===== src/rtl/mac_frame_accum.sv =====
`default_nettype none
// ============================================================================
//  Module      : mac_frame_accum
//  Description : Sums frames of N_SAMPLES multiply-add results and presents
//                each frame sum on a valid/ready handshake.
//  Revision    : 1.0 - initial release
// ============================================================================
module mac_frame_accum #(
  parameter int DW        = 16,
  parameter int N_SAMPLES = 8,
  parameter int ACC_W     = 19,
  parameter int CNT_W     = 3
) (
  input  logic             clk,
  input  logic             reset,
  input  logic             start,
  input  logic             in_valid,
  input  logic [DW-1:0]    data_in,
  output logic [ACC_W-1:0] sum_out,
  output logic             sum_valid,
  input  logic             sum_ready,
  output logic             busy,
  output logic [CNT_W-1:0] count,
  output logic             drop_err
);

  typedef enum logic [1:0] {
    S_IDLE  = 2'd0,
    S_ACCUM = 2'd1,
    S_HOLD  = 2'd2
  } state_t;

  localparam logic [CNT_W-1:0] c_LAST = CNT_W'(N_SAMPLES - 1);

  state_t           r_state, w_state_n;
  logic [ACC_W-1:0] r_acc, w_acc_n;
  logic [CNT_W-1:0] r_count, w_count_n;
  logic [ACC_W-1:0] r_sum, w_sum_n;
  logic             r_sum_valid, w_sum_valid_n;
  logic             r_drop_err, w_drop_err_n;
  logic             r_busy;

  logic [ACC_W-1:0] w_sample;
  logic             w_accept;

  assign w_sample = {{(ACC_W-DW){1'b0}}, data_in};
  assign w_accept = r_sum_valid && sum_ready;

  always_ff @(posedge clk or posedge reset) begin
    if (reset) begin
      r_state     <= S_IDLE;
      r_acc       <= '0;
      r_count     <= '0;
      r_sum       <= '0;
      r_sum_valid <= 1'b0;
      r_drop_err  <= 1'b0;
      r_busy      <= 1'b0;
    end else begin
      r_state     <= w_state_n;
      r_acc       <= w_acc_n;
      r_count     <= w_count_n;
      r_sum       <= w_sum_n;
      r_sum_valid <= w_sum_valid_n;
      r_drop_err  <= w_drop_err_n;
      r_busy      <= (w_state_n != S_IDLE);
    end
  end

  always_comb begin
    w_state_n     = r_state;
    w_acc_n       = r_acc;
    w_count_n     = r_count;
    w_sum_n       = r_sum;
    w_sum_valid_n = r_sum_valid;
    w_drop_err_n  = r_drop_err;
    case (r_state)
      S_IDLE: begin
        if (start) begin
          w_state_n    = S_ACCUM;
          w_acc_n      = '0;
          w_count_n    = '0;
          w_drop_err_n = 1'b0;
        end
      end
      S_ACCUM: begin
        if (start) begin
          // A sample coinciding with the restart opens the new frame
          w_drop_err_n = 1'b0;
          w_acc_n      = in_valid ? w_sample : '0;
          w_count_n    = in_valid ? CNT_W'(1) : '0;
        end else if (in_valid) begin
          if (r_count == c_LAST) begin
            w_sum_n       = r_acc + w_sample;
            w_sum_valid_n = 1'b1;
            w_acc_n       = '0;
            w_count_n     = '0;
            w_state_n     = S_HOLD;
          end else begin
            w_acc_n   = r_acc + w_sample;
            w_count_n = r_count + CNT_W'(1);
          end
        end
      end
      S_HOLD: begin
        if (w_accept) begin
          w_sum_valid_n = 1'b0;
          if (start) begin
            w_state_n    = S_ACCUM;
            w_drop_err_n = 1'b0;
            w_acc_n      = in_valid ? w_sample : '0;
            w_count_n    = in_valid ? CNT_W'(1) : '0;
          end else begin
            w_state_n = S_IDLE;
          end
        end
        // Samples are only consumed in HOLD when a new frame begins
        if (in_valid && !(w_accept && start)) begin
          w_drop_err_n = 1'b1;
        end
      end
      default: begin
        w_state_n = S_IDLE;
      end
    endcase
  end

  assign sum_out   = r_sum;
  assign sum_valid = r_sum_valid;
  assign busy      = r_busy;
  assign count     = r_count;
  assign drop_err  = r_drop_err;

endmodule
`default_nettype wire

===== config.mk =====
export PLATFORM = sky130hd
export DESIGN_NAME = mac_frame_accum
export DESIGN_NICKNAME = d
export VERILOG_FILES = /design/src/rtl/mac_frame_accum.sv
export SDC_FILE = /design/constraint.sdc
export NUM_CORES = 1
export LEC_CHECK = 0
export CORE_MARGIN = 1
export CORE_UTILIZATION = 30
export CTS_CLUSTER_DIAMETER = 30
export DETAILED_ROUTE_END_ITERATION = 16
export GPL_TIMING_DRIVEN = 0
export HOLD_SLACK_MARGIN = 0.1
export MAX_ROUTING_LAYER = met4
export PLACE_DENSITY_LB_ADDON = 0.25
export RECOVER_POWER = 50
export SETUP_SLACK_MARGIN = 0.4
export SYNTH_ARGS = -nofsm -noshare
export SYNTH_HDL_FRONTEND = slang
export SYNTH_SLANG_ARGS = --single-unit

===== constraint.sdc =====
create_clock -name clk -period 3.4 [get_ports clk]
set_input_delay 1.02 -clock clk [delete_from_list [all_inputs] [get_ports clk]]
set_output_delay 1.02 -clock clk [all_outputs]
set_load 0.02 [all_outputs]

==> run metrics <==
Root Driver=clkbuf_8; RePlAce Congestion=0.899; total wire length=8.02 mm; min setup slack post-route=0.484 ns; Max Used Layer=met4; Vias/cell=5.13; gr ovfl total=0; Pre-Repair DR Iteration Count=4; initial antenna violation count=0; Core Util, Final=40.3%; RSZ-0062 raised after global routing=no; fin. max-slew vios=0; WL met1=3.77 mm; Rows=36; clock latency at the later pin of the worst-skew pair=0.31 ns; post-DP HPWL=6.02 mm; hold depth=2; number of I/O pins=46; CP cell instances=clkdlybuf4s50_1 -> ha_1 -> a21oi_2 -> nand4b_1 -> a21oi_2 -> or2_4 -> o311a_1 -> o31ai_1; post-route ant nets=0; die height=102 um; Clock Pin Slew Worst Setup and Hold Paths=0.09 ns; final setup fails=0; Tmin final=2.92 ns; number of distinct library cells after synthesis=58; die area=0.0105 sq mm; Post-synth ARST share=100%; fillers=1028; core area=0.00977 sq mm; Final period util=85.8%; CTS tree=built; nets@finish=436; Cell Pwr Density=534 mW/mm^2; reg2reg end=r_acc[7]; Final Hold Vio Count=0; Req. time, crit path=3.61 ns; synthesis-to-finish area growth=30.6%; WHS Endpoint=sum_out[10]; Die W=102 um; global-route wire length before repair=12.8 mm; warnings from Yosys=0; Setup TNS Final=0 ns; critical path endpoint category=register; drt wl/cell=15.3 um; CP Class=in -> reg; DRC=0; HP Start=sum_out[10]; VDD IR max=0.000219 V; All-Layer GR Usage=16.5%; routed via count=2691; worst r2r src=r_state[1]; met3 wire length=293 um; max_slew headroom=34.7%; Seq/Total Area, Yosys=38.1%; Slew @ Worst Pin=0.978 ns; synthesized flop and latch total=46; DR iter-0 viols=128; FMAX=343 MHz; clk_skew=0.00932 ns; crit path launch type=input pin; number of enable flip-flop cells after synthesis=0; Critical-path top delay cell=clkdlybuf4s50_1; outcome=completed; Starting Density=30.9%; Synth Area per Inst=9.02 sq um; Worst Reg-to-Reg Cells=8; largest net degree at the start of global routing=25; ratio of cells with drive above 1 in the final layout=17.6%; H-tree lvl count=2; met2 routed WL=3.83 mm; Clock Path Buffers=2; gate count of the mapped netlist=335; n_diodes=0; Main synth FF type=dfrtp_1; Maximum Capacitance Violations=0; Worst path most repeated cell=a21oi_2; hold-fix buffers at CTS=0; Crit path largest cell delay=0.46 ns; Reg2Reg Setup Slack=0.90 ns; vias in the first global route=2550; synthesized cell area=0.00302 sq mm; worst min-delay path class=reg -> reg; clk sinks=46; Leakage=1.73 nW; crit path DAT=3.13 ns; net count after synthesis=380; IO Port Bufs=45; TritonCTS Buffers=5; Critical Path Fanout Max=4; DP Worst Slack=-0.102 ns
[metal layers]
metal	global-route usage (%)	up-vias
met1	21.0	1293
met3	2.46	8
met4	3.96	0
met5	-	-
met2	27.5	58
li1	-	1332
[power breakdown]
| group | switching (mW) | total (mW) | internal (mW) |
|---|---|---|---|
| Combinational | 0.575 | 0.999 | 0.424 |
| Sequential | 0.0547 | 0.675 | 0.621 |
| Clock | 0.211 | 0.431 | 0.221 |
| Total | 0.840 | 2.11 | 1.27 |
[area by class of cell]
| class | count | area [sq um] | share of cell area (%) |
|---|---|---|---|
| flip-flops and latches | 46 | 1150 | 29.2 |
| clock inverters | 3 | 43.8 | 1.11 |
| plain buffers | 14 | 62.6 | 1.59 |
| well taps | 133 | 166 | 4.22 |
| repair buffers | 49 | 495 | 12.6 |
| multi-input cells | 262 | 1910 | 48.4 |
| clock buffers | 5 | 68.8 | 1.74 |
| inverters | 13 | 48.8 | 1.24 |
[metrics by stage]
stage / hold WS, ns / power, mW / area, sq um / cells
floorplan: 0.453 / 1.34 / 3020 / 335
CTS: 0.492 / 2.04 / 3810 / 523
detailed placement: 0.467 / 1.59 / 3660 / 514
global route: 0.500 / 2.26 / 3940 / 525
finish: 0.480 / 2.11 / 3940 / 525
global placement: 0.461 / 1.57 / 3640 / 513
[worst max path at each step]
stage | start | end | slack [ns] | depth (start not counted)
3_3_place_gp | data_in[0] | r_acc[12] | -0.12 | 10
3_5_place_dp | data_in[0] | r_acc[12] | -0.10 | 10
6_report | data_in[1] | r_acc[17] | 0.48 | 8
2_1_floorplan | data_in[0] | r_acc[14] | 0.64 | 9
4_1_cts | data_in[5] | sum_out[15] | 0.40 | 8
5_1_grt | start | sum_out[7] | 0.35 | 7
[sequential cells by signal, indices dropped and copies added (netlist names)]
signal     flops
busy           1
r_state        2
sum_valid      1
sum_out       19
count          3
r_acc         19
drop_err       1
[layout by cell type (no fill, tap or decap), types with 6 or more instances in the layout]
cell type,count
dfrtp_1,46
nand2_1,45
clkdlybuf4s50_1,33
o21ai_0,32
a21oi_1,26
ha_1,16
inv_1,13
a22oi_1,13
dlygate4sd3_1,11
nor2_1,10
a21oi_2,8
buf_2,6
clkbuf_1,6
nor2b_1,6
xor2_1,6
[synthesized netlist by cell type (all sizes together) (6+ instances only)]
master	number	area (sq um)
xor2	7	61.3
nor2b	6	37.5
a21oi	36	191
clkbuf	8	30.0
xnor2	6	52.6
buf	6	30.0
dfrtp	46	1150
a22oi	13	97.6
nand2	45	169
nor2	11	43.8
inv	13	48.8
o21ai	38	190
nand2b	6	37.5
ha	23	288
[worst max-delay path: cells and delay by family]
kind / cells / cell delay (ns)
compound gates: 4 / 0.87
fa+ha+maj: 1 / 0.34
buf+inv: 1 / 0.46
simple gates: 2 / 0.44
[logic make-up after synthesis]
family | share of synthesized area [%]
AO/OA/AOI/OAI | 25.6
XOR/XNOR | 3.77
adder cells (fa/ha/maj) | 10.2
buffers and inverters | 3.60
flip-flops | 38.1
multiplexers | 1.86
AND/OR/NAND/NOR | 16.8
[repair_timing]
action,CTS,global route
pin swaps,3,6
setup endpoints to repair,9,14
setup buffers,1,2
cloned,0,0
resized for setup,6,29
Note: power is estimated with default switching activity, not from simulation.
==> edit 1: new RTL, config.mk and constraints unchanged <==
Reset style: synchronous (`reset`), changed in one clocked block.
--- a/src/rtl/mac_frame_accum.sv
+++ b/src/rtl/mac_frame_accum.sv
@@ -46,7 +46,7 @@
   assign w_sample = {{(ACC_W-DW){1'b0}}, data_in};
   assign w_accept = r_sum_valid && sum_ready;
 
-  always_ff @(posedge clk or posedge reset) begin
+  always_ff @(posedge clk) begin
     if (reset) begin
       r_state     <= S_IDLE;
       r_acc       <= '0;
Behaviour: differs if reset is asserted again (counterexample within 4 cycles, from zero or initial values and one cycle with reset high); with reset held inactive, the same outputs for 4 cycles.
==> edit 1 against the original RTL <==
Setup slack worse by 63 ps. Maximum frequency fell by 2.1%. Non-clock buffer count is 2 higher. Critical path type unchanged. Largest cell class unchanged. Design area up 1.9%. Clock skew fell by 3.7 ps. Sequential cell count did not move. Synthesized area increased by 1.7%. First-iteration DRC count is 3.9% higher. Register-to-register slack worse by 120 ps. Critical path depth unchanged. Sequential share of layout area decreased by 6.3 points. Wire length up 22%. Count of clock-buffer cells in the layout did not move.
Power is not compared: it rests on default switching activity, and its combinational part moved more than twofold at a synthesized area within 25%.
==> edit 1: results (changes against the original RTL) <==
{
  "layout": {
    "drive_gt1_share": {"value": 13.8, "unit": "%", "change": "-3.8 points"},
    "layout.nets": {"value": 492, "change": "+13%"}
  },
  "yosys": {
    "xor_xnor_share_of_the_synthesized_area": {"value": 3.42, "unit": "%", "change": "-0.35 points"},
    "number_of_unique_standard_cell_types_used_by_synthesis": {"value": 60, "change": "+3.4%"},
    "synth-adder-area-share": {"value": 10.0, "unit": "%", "change": "-0.17 points"},
    "synth_nets": {"value": 437, "change": "+15%"},
    "postSynth.topFlopCell": "sky130_fd_sc_hd__dfxtp_1",
    "synth.top_cells.by_area": "sky130_fd_sc_hd__dfxtp_1, sky130_fd_sc_hd__ha_1, sky130_fd_sc_hd__a21oi_1, sky130_fd_sc_hd__nand2_1, sky130_fd_sc_hd__nor2_1",
    "async_reset_ff_share": {"value": 0, "unit": "%", "change": "-100 points"},
    "complex_gate_fraction_of_the_synthesized_area": {"value": 29.0, "unit": "%", "change": "+3.3 points"},
    "ys_seq_area_share": {"value": 30.0, "unit": "%", "change": "-8.1 points"},
    "synth_mux_area_share": {"value": 0.651, "unit": "%", "change": "-1.2 points"}
  },
  "worst_setup_path": {
    "worstSetupStartpoint": "data_in[4]",
    "crit_end": "sum_out[14]",
    "ff2ff_setup_slack": {"value": 780, "unit": "ps", "change": "-120 ps"},
    "regToRegStartpoint": "r_state[0]"
  },
  "routing": {
    "initialDrtViolationCount": {"value": 133, "change": "+3.9%"},
    "via_count": {"value": 3157, "change": "+17%"},
    "wire_per_inst": {"value": 16.9, "unit": "µm", "change": "+11%"}
  },
  "place": {
    "hpwlAfterDp": {"value": 7150, "unit": "µm", "change": "+19%"},
    "port_buffers": {"value": 43, "change": "-4.4%"},
    "worst_slack_at_placement": {"value": -276, "unit": "ps", "change": "-174 ps"},
    "placed_cell_area": {"value": 0.00367, "unit": "mm²", "change": "+0.34%"}
  },
  "grt": {
    "track_usage": {"value": 19.5, "unit": "%", "change": "+3.0 points"},
    "number_of_global_route_vias_before_repair": {"value": 2970, "change": "+16%"},
    "grt_max_degree": {"value": 16, "change": "-36%"}
  },
  "timing": {
    "post-route-min-period": {"value": 2980, "unit": "ps", "change": "+63.5 ps"},
    "tightestPinTransition": {"value": 739, "unit": "ps", "change": "-239 ps"},
    "finClkSkew": {"value": 5.58, "unit": "ps", "change": "-3.74 ps"}
  },
  "min_path": {
    "hold_start": "sum_out[0]"
  },
  "run_status": {
    "run_status": "complete, no violations"
  }
}
[edit 1: worst min-delay path by stage]
| stage | cells after the start | to | slack (ps) |
|---|---|---|---|
| after global placement | 2 | sum_out[0] | 450 |
| final | 2 | sum_out[0] | 460 |
| after detailed placement | 2 | sum_out[6] | 450 |
| after floorplan | 2 | r_acc[4] | 450 |
| after CTS | 2 | sum_out[0] | 470 |
| after global routing | 2 | sum_out[13] | 480 |
[edit 1: cell families (layout without fill, tap and decap cells)]
family	after synthesis	in the layout
buffers and inverters	28	84
xor gates and xnor gates	12	12
adders and majority gates	24	24
muxes	2	2
DFF	46	46
and+or+nand+nor	147	147
AOI/OAI and AO/OA	133	133
[edit 1: where the power goes]
group / internal [mW] / switching [mW] / leakage, nW
registers: 0.543 / 0.00340 / 0.371
logic: 0.0698 / 0.116 / 1.13
clock network: 0.145 / 0.221 / 0.0441
[edit 1: layer usage]
| layer | vias to the layer above | GRT usage (%) | share of wire (%) |
|---|---|---|---|
| met3 | 10 | 3.09 | 5.1 |
| met2 | 95 | 29.9 | 46 |
| met4 | 0 | 7.04 | 1.4 |
| met5 | - | - | 0 |
| li1 | 1559 | - | - |
| met1 | 1493 | 26.0 | 47 |
[edit 1: layout make-up]
type | count | area [µm²]
Buffer | 17 | 72.6
Inverter | 11 | 41.3
Tap cell | 133 | 166
Multi-Input combinational cell | 318 | 2250
Fill cell | 1021 | 5850
Timing Repair Buffer | 48 | 475
Clock inverter | 3 | 21.3
Clock buffer | 5 | 68.8
Sequential cell | 46 | 921
[edit 1: metrics by stage]
step	util [%]	hold WS, ps	std cells	power (mW)
after floorplan	-	445	392	0.665
after CTS	39.3	467	578	1.10
final	40.7	464	581	1.10
after detailed placement	37.2	449	568	0.730
after global placement	37.2	448	568	0.729
after global routing	40.7	482	581	1.14
[edit 1: worst max-delay path, stage by stage]
cell	delay [ps]
sky130_fd_sc_hd__clkdlybuf4s50_1	510
sky130_fd_sc_hd__ha_4	230
sky130_fd_sc_hd__a21o_1	190
sky130_fd_sc_hd__or3_4	360
sky130_fd_sc_hd__o21ai_4	220
sky130_fd_sc_hd__o21bai_2	120
sky130_fd_sc_hd__a211o_1	310
sky130_fd_sc_hd__a31o_2	240
[edit 1: repair_timing]
item,in CTS,in global routing
gates resized for setup,19,41
setup buffers,2,3
pin swaps,4,9
gates cloned,0,0
setup endpoints to repair,28,29
==> edit 2: new RTL, same settings <==
Made on the original files. Set the parameter `CNT_W` to 5 (it was 3).
--- a/src/rtl/mac_frame_accum.sv
+++ b/src/rtl/mac_frame_accum.sv
@@ -9,7 +9,7 @@
   parameter int DW        = 16,
   parameter int N_SAMPLES = 8,
   parameter int ACC_W     = 19,
-  parameter int CNT_W     = 3
+  parameter int CNT_W     = 5
 ) (
   input  logic             clk,
   input  logic             reset,
Ports: changed (resized count); port bits go from 46 to 48. The function was not compared with the original's and may differ.
==> edit 2 against the original RTL <==
Clock skew rose by 1.2 ps. Synthesized area rose by 8.0%. Via count rose by 13%. Wire length rose by 17%. Non-clock buffer count rose by 11. Setup slack got worse by 45 ps. Combinational power rose by 75%. Sequential cell count rose by 2. Power rose by 40%. Utilization rose by 1.8 points. Design area rose by 11%.
==> edit 2: results (changes against the original RTL) <==
{
  "grt": {
    "grt_pass1_wl": {"value": 15200, "unit": "µm", "change": "+19%"},
    "track_usage": {"value": 17.5, "unit": "%", "change": "+0.94 points"},
    "number_of_global_route_vias_before_repair": {"value": 2971, "change": "+17%"}
  },
  "layout": {
    "layout.nets": {"value": 479, "change": "+9.9%"},
    "drive_gt1_share": {"value": 16.3, "unit": "%", "change": "-1.3 points"}
  },
  "place": {
    "placedCellCount": {"value": 554, "change": "+7.8%"},
    "gp_congestion": {"value": 0.879, "change": "-2.3%"},
    "port_buffers": {"value": 47, "change": "+4.4%"},
    "hpwlAfterDp": {"value": 6670, "unit": "µm", "change": "+11%"}
  },
  "timing": {
    "worst_slew_margin_rel": {"value": 41.4, "unit": "%", "change": "+6.7 points"},
    "finClkSkew": {"value": 10.5, "unit": "ps", "change": "+1.19 ps"},
    "finalHoldWorstSlack": {"value": 484, "unit": "ps", "change": "+4.25 ps"}
  },
  "routing": {
    "viasPerCell": {"value": 5.32, "change": "+3.9%"},
    "wire_per_inst": {"value": 16.4, "unit": "µm", "change": "+7.4%"},
    "initialDrtViolationCount": {"value": 89, "change": "-30%"}
  },
  "yosys": {
    "number_of_unique_standard_cell_types_used_by_synthesis": {"value": 63, "change": "+8.6%"},
    "synth_nets": {"value": 414, "change": "+8.9%"},
    "synth_common_cells": "sky130_fd_sc_hd__dfrtp_1, sky130_fd_sc_hd__nand2_1, sky130_fd_sc_hd__o21ai_0, sky130_fd_sc_hd__a21oi_1",
    "ys_seq_area_share": {"value": 36.8, "unit": "%", "change": "-1.3 points"},
    "syn-mean-instance-area": {"value": 8.81, "unit": "µm²", "change": "-2.3%"}
  },
  "worst_setup_path": {
    "ff2ff_setup_slack": {"value": 760, "unit": "ps", "change": "-140 ps"},
    "reg2reg_depth": {"value": 9, "change": "+1"},
    "cp_max_fo": {"value": 5, "change": "+1"},
    "worstSetupStartpoint": "data_in[9]",
    "regToRegStartpoint": "r_state[0]",
    "worstReg2RegEnd": "count[4]"
  },
  "run_status": {
    "run_status": "complete, no violations"
  },
  "min_path": {
    "hold_path_end": "sum_out[11]",
    "hold_start": "sum_out[11]"
  },
  "power_and_ir_drop": {
    "static-leakage-power": {"value": 1.95, "unit": "nW", "change": "+12%"},
    "ir_drop": {"value": 0.287, "unit": "mV", "change": "+31%"}
  }
}
-- edit 2: cell types whose count changed after synthesis, moves of 8 or more --
cell,unedited run,this run
sky130_fd_sc_hd__nand3_1,4,14
sky130_fd_sc_hd__nor2_1,10,22
sky130_fd_sc_hd__a21oi_1,33,25
sky130_fd_sc_hd__and3_1,0,8
sky130_fd_sc_hd__a22oi_1,13,4
-- edit 2: cells by family after synthesis --
kind of cell    Yosys count  synth area share, %
compound gates          116                 23.4
mux                      11                 3.72
simple gates            128                 19.3
fa+ha+maj                23                 9.06
flops                    48                 36.8
xor+xnor                 15                 4.03
buf+inv                  29                 3.65
-- edit 2: worst max path at each step --
stage	end	cells after the start
floorplan	sum_out[18]	9
global placement	r_acc[14]	10
detailed placement	r_acc[14]	10
CTS	r_acc[18]	8
global route	count[4]	7
finish	r_acc[18]	8
-- edit 2: layout make-up --
class                   instances  area (µm²)  share of cell area, %
multi-input cells             293        2210                   50.3
flip-flops and latches         48        1200                   27.4
repair buffers                 58         564                   12.9
well taps                     136         170                   3.88
plain buffers                  16        88.8                   2.03
clock buffers                   6        72.6                   1.65
inverters                      13        48.8                   1.11
clock inverters                 2        35.0                  0.799
-- edit 2: through the flow --
step                      area, µm²  worst slack [ps]  setup TNS (ps)  total power, mW  util [%]
after floorplan                3260               525               0             1.77         -
after global placement         3900              -394           -2380             2.12      37.5
after detailed placement       3920              -373           -2810             2.14      37.6
after CTS                      4160               377               0             2.72      39.9
after global routing           4390               304               0             3.15      42.1
final                          4390               439               0             2.95      42.1
-- edit 2: worst max-delay path: stages --
cell,delay [ps]
sky130_fd_sc_hd__clkdlybuf4s50_1,520
sky130_fd_sc_hd__ha_2,330
sky130_fd_sc_hd__a21o_1,210
sky130_fd_sc_hd__a31oi_4,290
sky130_fd_sc_hd__o22a_1,240
sky130_fd_sc_hd__o211ai_4,110
sky130_fd_sc_hd__nor4b_2,180
sky130_fd_sc_hd__a211o_1,270
-- edit 2: what timing repair did --
| item | 4_1_cts | 5_1_grt |
|---|---|---|
| pin swaps | 7 | 12 |
| buffers inserted | 5 | 5 |
| gates resized for setup | 20 | 42 |
| setup endpoints to repair | 25 | 27 |
-- edit 2: report_power, final --
part / leakage (nW) / total, mW / internal [mW] / switching (mW)
Combinational: 1.24 / 1.75 / 0.787 / 0.964
Clock: 0.0552 / 0.439 / 0.219 / 0.220
Sequential: 0.648 / 0.757 / 0.671 / 0.0856
Total: 1.95 / 2.95 / 1.68 / 1.27
-- edit 2: metal layers --
metal  GRT usage [%]  vias up  routed length (µm)
met4            4.17        0                 102
li1                -     1479                   -
met1            23.8     1497                4640
met5               -        -                   0
met2            27.3       58                4330
met3            2.51       11                 301
